$ cat src/rtl/fetch_ctrl_pkg.sv
// Shared definitions for the instruction-fetch sequencer.
package fetch_ctrl_pkg;

  // Fetch sequencer states.
  typedef enum logic [1:0] {
    S_REQ    = 2'd0,  // issue the bus request for pc
    S_WAIT   = 2'd1,  // address accepted, awaiting read data
    S_VALID  = 2'd2,  // instruction held in F
    S_CANCEL = 2'd3   // one stale response still to be discarded
  } fetch_state_t;

  // Boot vector, also where the exception unit sends the pipeline after reset.
  localparam logic [31:0] RESET_PC_DEFAULT = 32'hBFC0_0000;

endpackage

$ cat src/rtl/fetch_redirect_buf.sv
// Holds a taken-branch target until its delay-slot instruction leaves F.
// Exception redirects always flush any pending branch target.
module fetch_redirect_buf
  import fetch_ctrl_pkg::*;
(
  input  logic        clk,
  input  logic        rst,
  input  logic        redirect_valid,
  input  logic        redirect_pc_unused_guard,
  input  logic [31:0] redirect_pc,
  input  logic        redirect_is_exc,
  input  logic        consume,
  output logic        take_valid,
  output logic [31:0] take_pc
);

  logic        pending_valid;
  logic [31:0] pending_pc;
  logic        branch_now;
  logic        exc_now;

  assign branch_now = redirect_valid & ~redirect_is_exc;
  assign exc_now    = redirect_valid & redirect_is_exc;

  // A branch arriving in the same cycle the delay slot is consumed bypasses the register.
  assign take_valid = pending_valid | branch_now;
  assign take_pc    = branch_now ? redirect_pc : pending_pc;

  // Pending-branch register: exception clears, consumption clears, branch sets.
  always_ff @(posedge clk) begin
    // NOTE: sequential state uses non-blocking assignments so every register samples pre-edge values.
    if (rst) begin
      pending_valid <= 1'b0;
      pending_pc    <= '0;
    end else if (exc_now || consume) begin
      pending_valid <= 1'b0;
    end else if (branch_now) begin
      pending_valid <= 1'b1;
      pending_pc    <= redirect_pc;
    end
  end

  logic unused_ok;
  assign unused_ok = redirect_pc_unused_guard;

endmodule

$ cat src/rtl/fetch_ctrl.sv
// Instruction-fetch sequencer: drives the instruction bus handshake and
// presents the fetched instruction, its PC and delay-slot flag to F/D.
module fetch_ctrl
  import fetch_ctrl_pkg::*;
#(
  parameter logic [31:0] RESET_PC = RESET_PC_DEFAULT
) (
  input  logic        clk,
  input  logic        rst,
  input  logic        stallF,
  input  logic        redirect_valid,
  input  logic [31:0] redirect_pc,
  input  logic        redirect_is_exc,
  input  logic        is_branch_D,
  output logic        inst_req,
  output logic [31:0] inst_addr,
  input  logic        inst_addr_ok,
  input  logic        inst_data_ok,
  input  logic [31:0] inst_rdata,
  output logic [31:0] pcF,
  output logic [31:0] pc_plus4F,
  output logic [31:0] instrF,
  output logic        instr_validF,
  output logic        F_change,
  output logic        fetch_stall,
  output logic        adelF
);

  fetch_state_t state, state_n;
  logic [31:0]  pc, pc_n;
  logic [31:0]  instr_q;
  logic         latch_instr;
  logic         exc_now;
  logic         misaligned;
  logic         consume;
  logic         take_valid;
  logic [31:0]  take_pc;

  assign exc_now    = redirect_valid & redirect_is_exc;
  assign misaligned = (pc[1:0] != 2'b00);
  assign consume    = (state == S_VALID) & ~stallF & ~exc_now;

  fetch_redirect_buf u_redirect_buf (
    .clk                      (clk),
    .rst                      (rst),
    .redirect_valid           (redirect_valid),
    .redirect_pc_unused_guard (1'b0),
    .redirect_pc              (redirect_pc),
    .redirect_is_exc          (redirect_is_exc),
    .consume                  (consume),
    .take_valid               (take_valid),
    .take_pc                  (take_pc)
  );

  // Next-state, next-pc and instruction-capture decisions.
  always_comb begin
    // NOTE: every always_comb output gets a default first so no path infers a latch.
    state_n     = state;
    pc_n        = pc;
    latch_instr = 1'b0;
    unique case (state)
      S_REQ: begin
        if (exc_now)           pc_n    = redirect_pc;
        else if (misaligned)   state_n = S_VALID;
        else if (inst_addr_ok) state_n = S_WAIT;
      end
      S_WAIT: begin
        if (exc_now) begin
          pc_n    = redirect_pc;
          state_n = inst_data_ok ? S_REQ : S_CANCEL;
        end else if (inst_data_ok) begin
          latch_instr = 1'b1;
          state_n     = S_VALID;
        end
      end
      S_VALID: begin
        if (exc_now) begin
          pc_n    = redirect_pc;
          state_n = S_REQ;
        end else if (!stallF) begin
          pc_n    = take_valid ? take_pc : pc + 32'd4;
          state_n = S_REQ;
        end
      end
      S_CANCEL: begin
        if (exc_now)      pc_n    = redirect_pc;
        if (inst_data_ok) state_n = S_REQ;
      end
      default: state_n = S_REQ;
    endcase
  end

  // State, PC and instruction registers.
  always_ff @(posedge clk) begin
    if (rst) begin
      state   <= S_REQ;
      pc      <= RESET_PC;
      instr_q <= '0;
    end else begin
      state <= state_n;
      pc    <= pc_n;
      if (latch_instr)                          instr_q <= inst_rdata;
      else if (state == S_REQ && state_n == S_VALID) instr_q <= '0;
    end
  end

  // The request is withheld during reset and when an exception retargets pc this cycle.
  assign inst_req     = (state == S_REQ) & ~misaligned & ~rst & ~exc_now;
  assign inst_addr    = pc;
  assign pcF          = pc;
  assign pc_plus4F    = pc + 32'd4;
  assign instr_validF = (state == S_VALID);
  assign instrF       = instr_validF ? instr_q : '0;
  assign fetch_stall  = ~instr_validF;
  assign adelF        = instr_validF & misaligned;
  assign F_change     = is_branch_D & ((state == S_VALID) | (state == S_WAIT)) & ~exc_now;

endmodule

$ cat config.mk
export PLATFORM = sky130hd
export DESIGN_NAME = fetch_ctrl
export DESIGN_NICKNAME = d
export VERILOG_FILES = /design/src/rtl/fetch_ctrl_pkg.sv /design/src/rtl/fetch_redirect_buf.sv /design/src/rtl/fetch_ctrl.sv
export SDC_FILE = /design/constraint.sdc
export NUM_CORES = 1
export LEC_CHECK = 0
export ABC_AREA = 1
export BUFFER_PORTS_ARGS = -buffer_cell sky130_fd_sc_hd__buf_4
export CELL_PAD_IN_SITES_DETAIL_PLACEMENT = 1
export CELL_PAD_IN_SITES_GLOBAL_PLACEMENT = 2
export CORE_AREA = 2 2 149 151
export DETAILED_ROUTE_END_ITERATION = 10
export DIE_AREA = 0 0 151 153
export GPL_ROUTABILITY_DRIVEN = 0
export GPL_TIMING_DRIVEN = 1
export PLACE_DENSITY_LB_ADDON = 0.1
export SYNTH_ARGS = -nofsm -noshare
export SYNTH_HDL_FRONTEND = slang
export SYNTH_SLANG_ARGS = --single-unit
$ cat constraint.sdc
create_clock -name clk -period 3.2 [get_ports clk]
set_input_delay 0.64 -clock clk [delete_from_list [all_inputs] [get_ports clk]]
set_output_delay 0.64 -clock clk [all_outputs]
set_load 0.1 [all_outputs]
==> results.py, run 1 <==
metrics = {
    "final_layout": {
        "fillers": 2767,
        "final_nets": 1132,
        "final_layout_size_suffix_gt1_frac": 0.285,
        "syn_to_final_growth_pct": 34.5,
    },
    "grt": {
        "grt_pass1_vias": 6510,
        "grt_pass1_wl_mm": 35.8,
        "grt_max_degree": 50,
        "grt_overflow": 0,
        "antenna_found_initial": 1,
        "grt_util_all_layers": 0.197,
    },
    "synthesis": {
        "synth-seq-area-share": 0.335,
        "synth_edf_count": 0,
        "synth_top_area_share": 0.335,
        "synth_area_per_cell_sq_um": 6.52,
        "synth.distinct_cells": 42,
        "syn_nets": 986,
        "synthCells": 908,
        "yosysTopAreaCell": "dfxtp_1",
        "netlist_top_cells_area": "dfxtp_1 (33%), nand2_1 (15%), a21oi_1 (9.4%)",
        "yosysMostFrequentCell": "nand2_1",
        "syn_area_sq_mm": 0.00592,
        "ys.flop_type": "dfxtp_1",
        "yosysWarnings": 0,
        "synthArstFlopShare": 0,
        "synth-seq-cells": 99,
        "synth_common_cells": "nand2_1 (229), a21oi_1 (111), o21ai_0 (102)",
    },
    "worst_setup_path": {
        "rrSetupSlack_ns": 0.93,
        "crit_end": "pc_plus4F[19]",
        "endpoint_kind": "output port",
        "cp_slowest_cell": "nor3_1",
        "reg2reg_from": "state[0]",
        "crit_top_cell": "nand2_1",
        "critical_path_buf_inv_count": 2,
        "arrival_ns": 2.24,
        "crit_cells": 8,
        "cp-startpoint": "inst_addr[2]",
        "cpPeakStageDelay_ns": 0.46,
        "r2r_cells": 7,
        "reg2reg_to": "u_redirect_buf.pending_pc[25]",
        "cp_max_fo": 6,
        "worst_setup_path_start_kind": "flop",
        "path_delay_family": "simple AND/OR/NAND/NOR gates",
        "crit_type": "reg -> out",
        "worst_ep_required_time_ns": 2.56,
        "crit_chain": "clkinvlp_4 > nor2_1 > nand2_1 > nor3_1 > nand2_1 > nand2_1 > and2_1 > buf_4",
    },
    "power_and_ir_drop": {
        "netSwitchingPower_uw": 2330,
        "power_frac_seq": 0.310,
        "ir_drop_uv": 251,
        "fin_total_pwr_uw": 4820,
        "combPwrFrac": 0.437,
        "swShare": 0.483,
        "power.density_mw_per_mm2": 606,
        "internal_power_uw": 2490,
        "p_leak_uw": 0.00374,
        "clkPwrFrac": 0.253,
    },
    "cts": {
        "clkSinkCount": 99,
        "htreeDepth": 3,
        "postCtsSetupBuffers": 0,
        "cts_buffers": 9,
        "cts_resized": 0,
        "clk_latency_ns": 0.36,
        "cts_root_buf": "clkbuf_16",
        "cts.clk_slew.worst_paths_ns": 0.08,
        "clock_path_buffers": 2,
        "tritoncts": "built",
        "cts_hold_buffers": 0,
    },
    "routing": {
        "wl_mm": 22.4,
        "via_per_inst": 4.78,
        "first_iter_violations": 176,
        "drtAntennaViolNets": 0,
        "drc": 0,
        "via_count": 6401,
        "wire_per_inst_um": 16.7,
        "dr.pass1.iters": 4,
    },
    "timing": {
        "setup_viol": 0,
        "final.setup.tns_ns": 0,
        "hold_viol": 0,
        "fmax_mhz": 347,
        "rsz0062_at_grt": "no",
        "finalCritPeriodShare": 0.901,
        "tightest_slew_ns": 0.747,
        "period_needed_ns": 2.88,
        "slew_violations": 0,
        "clock_skew_ns": 0.0118,
        "max_slew_margin": 0.502,
    },
    "placement": {
        "hpwl_mm": 16.5,
        "port-buffer-count": 204,
    },
    "floorplanning": {
        "initial_core_util": 0.275,
        "dieWidth_um": 151,
        "pin_count": 205,
        "fp-row-count": 54,
        "dieArea_sq_mm": 0.0231,
        "die_h_um": 153,
        "core_sq_mm": 0.0215,
    },
    "min_path": {
        "hold_path.class": "reg -> reg",
    },
    "status": {
        "status": "complete, no violations",
    },
    "job": {
        "maxCapViolCount": 0,
    },
}
cells in the final DEF, fill, tap and decap left out, types with 8 or more instances in the layout:
master	instances
nand2_1	229
buf_4	219
a21oi_1	110
o21ai_0	102
dfxtp_1	89
inv_1	70
nor2_1	65
nand3_1	43
nor2_2	9
clkbuf_16	9
dfxtp_2	9
nand3b_1	8
or2_2	8
metrics by stage:
step / instances / worst slack [ns] / util / cell area [sq um] / hold slack [ns]
finish: 1340 / 0.316 / 0.371 / 7960 / 0.482
global route: 1339 / 0.130 / 0.370 / 7960 / 0.499
CTS: 1339 / 0.305 / 0.370 / 7960 / 0.487
detailed placement: 1323 / 0.706 / 0.356 / 7640 / 0.477
global placement: 1323 / 0.693 / 0.356 / 7640 / 0.468
floorplan: 908 / -0.230 / - / 6130 / 0.458
sequential cells by signal, indices dropped and copies added, names as in the netlist:
name	count
inst_addr	32
instr_q	32
state	2
u_redirect_buf.pending_pc	32
u_redirect_buf.pending_valid	1
logic make-up after synthesis:
kind of cell,Yosys count,synth area share
xor gates and xnor gates,15,0.0247
AOI/OAI and AO/OA,237,0.210
and+or+nand+nor,390,0.289
adders and majority gates,6,0.0127
DFF,99,0.335
buffers and inverters,161,0.129
worst min-delay path, stage by stage, from the launching register on:
cell	delay, ns
dfxtp_1	0.31
nand3_1	0.07
a21oi_1	0.06
worst min-delay path by stage:
stage                start          end  slack [ns]  cells after the start
2_1_floorplan  instr_q[10]  instr_q[10]        0.46                      2
3_3_place_gp   instr_q[10]  instr_q[10]        0.47                      2
3_5_place_dp   instr_q[23]  instr_q[23]        0.48                      2
4_1_cts        instr_q[30]  instr_q[30]        0.49                      2
5_1_grt        instr_q[19]  instr_q[19]        0.50                      2
6_report       instr_q[30]  instr_q[30]        0.48                      2
layer usage:
layer / GRT usage / share of wire / up-vias
li1: - / - / 3212
met4: 0.0498 / 0.011 / 0
met2: 0.320 / 0.47 / 141
met3: 0.0421 / 0.057 / 15
met5: 0 / 0 / -
met1: 0.265 / 0.47 / 3033
layout make-up:
cell class / instances / area (sq um) / area share
Clock inverter: 6 / 87.6 / 0.0110
Timing Repair Buffer: 219 / 1640 / 0.206
Sequential cell: 99 / 2000 / 0.251
Clock buffer: 10 / 229 / 0.0288
Antenna cell: 1 / 2.50 / 0.000314
Tap cell: 280 / 350 / 0.0440
Multi-Input combinational cell: 648 / 3360 / 0.422
Inverter: 77 / 293 / 0.0368
power by group through the flow:
| stage | sequential (uW) | combinational (uW) | clock [uW] |
|---|---|---|---|
| detailed placement | 1520 | 2120 | 0 |
| finish | 1500 | 2110 | 1220 |
| global placement | 1520 | 2120 | 0 |
| CTS | 1500 | 2130 | 1260 |
| floorplan | 1830 | 1360 | 0 |
| global route | 1520 | 2230 | 1300 |
Note: power is estimated with default switching activity, not from simulation.
==> inputs of run 2 (changes only) <==
--- a/config.mk
+++ b/config.mk
@@ -9,12 +9,13 @@
 export BUFFER_PORTS_ARGS = -buffer_cell sky130_fd_sc_hd__buf_4
 export CELL_PAD_IN_SITES_DETAIL_PLACEMENT = 1
 export CELL_PAD_IN_SITES_GLOBAL_PLACEMENT = 2
-export CORE_AREA = 2 2 149 151
+export CORE_AREA = 2 2 157 159
 export DETAILED_ROUTE_END_ITERATION = 10
-export DIE_AREA = 0 0 151 153
+export DIE_AREA = 0 0 159 161
 export GPL_ROUTABILITY_DRIVEN = 0
 export GPL_TIMING_DRIVEN = 1
 export PLACE_DENSITY_LB_ADDON = 0.1
 export SYNTH_ARGS = -nofsm -noshare
 export SYNTH_HDL_FRONTEND = slang
+export SYNTH_HIERARCHICAL = 1
 export SYNTH_SLANG_ARGS = --single-unit
==> results.py, run 2 <==
metrics = {
    "worst_setup_path": {
        "cp_slowest_cell": "dfxtp_2",
        "rrSetupSlack_ns": 1.16,
        "endpoint_kind": "output port",
        "cp_max_fo": 7,
        "path_delay_family": "simple AND/OR/NAND/NOR gates",
        "worst_setup_path_start_kind": "flop",
        "crit_cells": 8,
        "worst_ep_required_time_ns": 2.56,
        "cpPeakStageDelay_ns": 0.43,
        "crit_type": "reg -> out",
        "crit_chain": "ha_1 > nand2_2 > nor2_4 > nand3_1 > inv_1 > nand3b_1 > nand2_1 > buf_4",
        "r2r_cells": 9,
        "arrival_ns": 2.30,
        "critical_path_buf_inv_count": 2,
    },
    "final_layout": {
        "final_area_sq_mm": 0.00871,
        "syn_to_final_growth_pct": 26.9,
        "final_cell_mix": "nand2_1 (313), buf_4 (216), inv_1 (170), dfxtp_1 (95), nor2_1 (92)",
        "fin_cells": 1581,
        "seq_area_sq_mm": 0.00199,
        "final_common_cell": "nand2_1",
        "multiInputGateArea_sq_mm": 0.00369,
        "final_layout_size_suffix_gt1_frac": 0.272,
        "fillers": 3170,
        "final_nets": 1330,
        "diodes": 0,
    },
    "cts": {
        "tritoncts": "built",
        "cts.clk_slew.worst_paths_ns": 0.08,
        "htreeDepth": 3,
        "clk_latency_ns": 0.36,
        "cts_resized": 0,
        "cts_hold_buffers": 0,
        "clock_path_buffers": 2,
        "postCtsSetupBuffers": 0,
        "cts_root_buf": "clkbuf_16",
        "clkSinkCount": 99,
        "cts_buffers": 9,
    },
    "timing": {
        "setup_viol": 0,
        "tightest_slew_ns": 0.666,
        "rsz0062_at_grt": "no",
        "max_slew_margin": 0.555,
        "clock_skew_ns": 0.0130,
        "final.setup.tns_ns": 0,
        "period_needed_ns": 2.94,
        "finalCritPeriodShare": 0.920,
        "fmax_mhz": 340,
        "slew_violations": 0,
        "hold_viol": 0,
        "holdWs_ns": 0.484,
    },
    "placement": {
        "placed_area_sq_mm": 0.00839,
        "hpwl_mm": 20.0,
        "dp_cells": 1565,
        "port-buffer-count": 204,
    },
    "routing": {
        "wire_per_inst_um": 16.9,
        "drtAntennaViolNets": 0,
        "dr.pass1.iters": 4,
        "drc": 0,
        "wl_mm": 26.7,
        "via_count": 7265,
        "via_per_inst": 4.60,
        "first_iter_violations": 294,
    },
    "grt": {
        "met3_usage": 0.0480,
        "busiest_layer": "met2",
        "grt_overflow": 0,
        "grtUsageMet2": 0.374,
        "grtUsageMet1": 0.243,
        "antenna_found_initial": 1,
        "grt_max_degree": 37,
        "grt_pass1_wl_mm": 41.7,
        "grt_pass1_vias": 7550,
        "grt_util_all_layers": 0.207,
    },
    "synthesis": {
        "synth_area_per_cell_sq_um": 6.16,
        "syn_area_sq_mm": 0.00686,
        "synthCells": 1115,
        "syn_nets": 1193,
        "yosysWarnings": 6,
    },
    "power_and_ir_drop": {
        "fin_total_pwr_uw": 5200,
        "swShare": 0.518,
        "p_leak_uw": 0.00453,
        "netSwitchingPower_uw": 2700,
        "internal_power_uw": 2500,
        "power_frac_seq": 0.288,
        "power.density_mw_per_mm2": 597,
        "ir_drop_uv": 257,
        "combPwrFrac": 0.480,
        "clkPwrFrac": 0.233,
    },
    "floorplanning": {
        "pin_count": 205,
        "dieWidth_um": 159,
        "core_sq_mm": 0.0240,
        "initial_core_util": 0.286,
        "dieArea_sq_mm": 0.0256,
        "fp-row-count": 57,
        "die_h_um": 161,
    },
    "min_path": {
        "worstHoldPathCells": 2,
        "hold_path.class": "reg -> reg",
    },
    "status": {
        "status": "complete, no violations",
    },
    "job": {
        "maxCapViolCount": 0,
    },
}
run 2: cell count changes in the layout (fill, tap and decap cells not counted), sizes merged, moves of 3 or more:
cell	previous run	this run
nand3b	8	4
nand2	237	362
nand3	46	86
nor2	78	102
a22oi	6	0
o21ai	108	44
o211ai	1	4
and2	4	1
or2	8	0
a31oi	6	3
inv	77	180
xor2	10	7
a21oi	112	120
run 2: power groups by stage:
stage,registers (uW),logic [uW],clock network (uW)
floorplan,1860,1650,0
global placement,1530,2500,0
detailed placement,1530,2510,0
CTS,1500,2510,1260
global route,1520,2640,1290
finish,1500,2490,1210
run 2: cell type report:
cell class	instances	share of cell area
flip-flops and latches	99	0.228
multi-input cells	749	0.424
clock inverters	7	0.0106
clock buffers	9	0.0259
repair buffers	217	0.188
well taps	324	0.0465
inverters	176	0.0767
run 2: stage by stage:
step	util	worst slack, ns
2_1_floorplan	-	-0.162
3_3_place_gp	0.350	0.457
3_5_place_dp	0.350	0.396
4_1_cts	0.364	0.248
5_1_grt	0.364	0.124
6_report	0.364	0.257
run 2: worst min-delay path, stage by stage (launching register included):
cell     delay, ns
dfxtp_1       0.32
nand3_1       0.07
a21oi_1       0.05
run 2: worst paths after layout:
| path | startpoint | endpoint |
|---|---|---|
| worst min register to register | instr_q[0] | instr_q[0] |
| worst min-delay path | instr_q[0] | instr_q[0] |
| worst max register to register | state[0] | u_redirect_buf/pending_pc[25] |
| worst max-delay path | inst_addr[2] | pc_plus4F[30] |
run 2: per-layer routing:
metal,vias to the layer above,part of all wire
li1,3665,-
met1,3387,0.43
met2,179,0.49
met3,32,0.054
met4,2,0.025
met5,-,0.00060
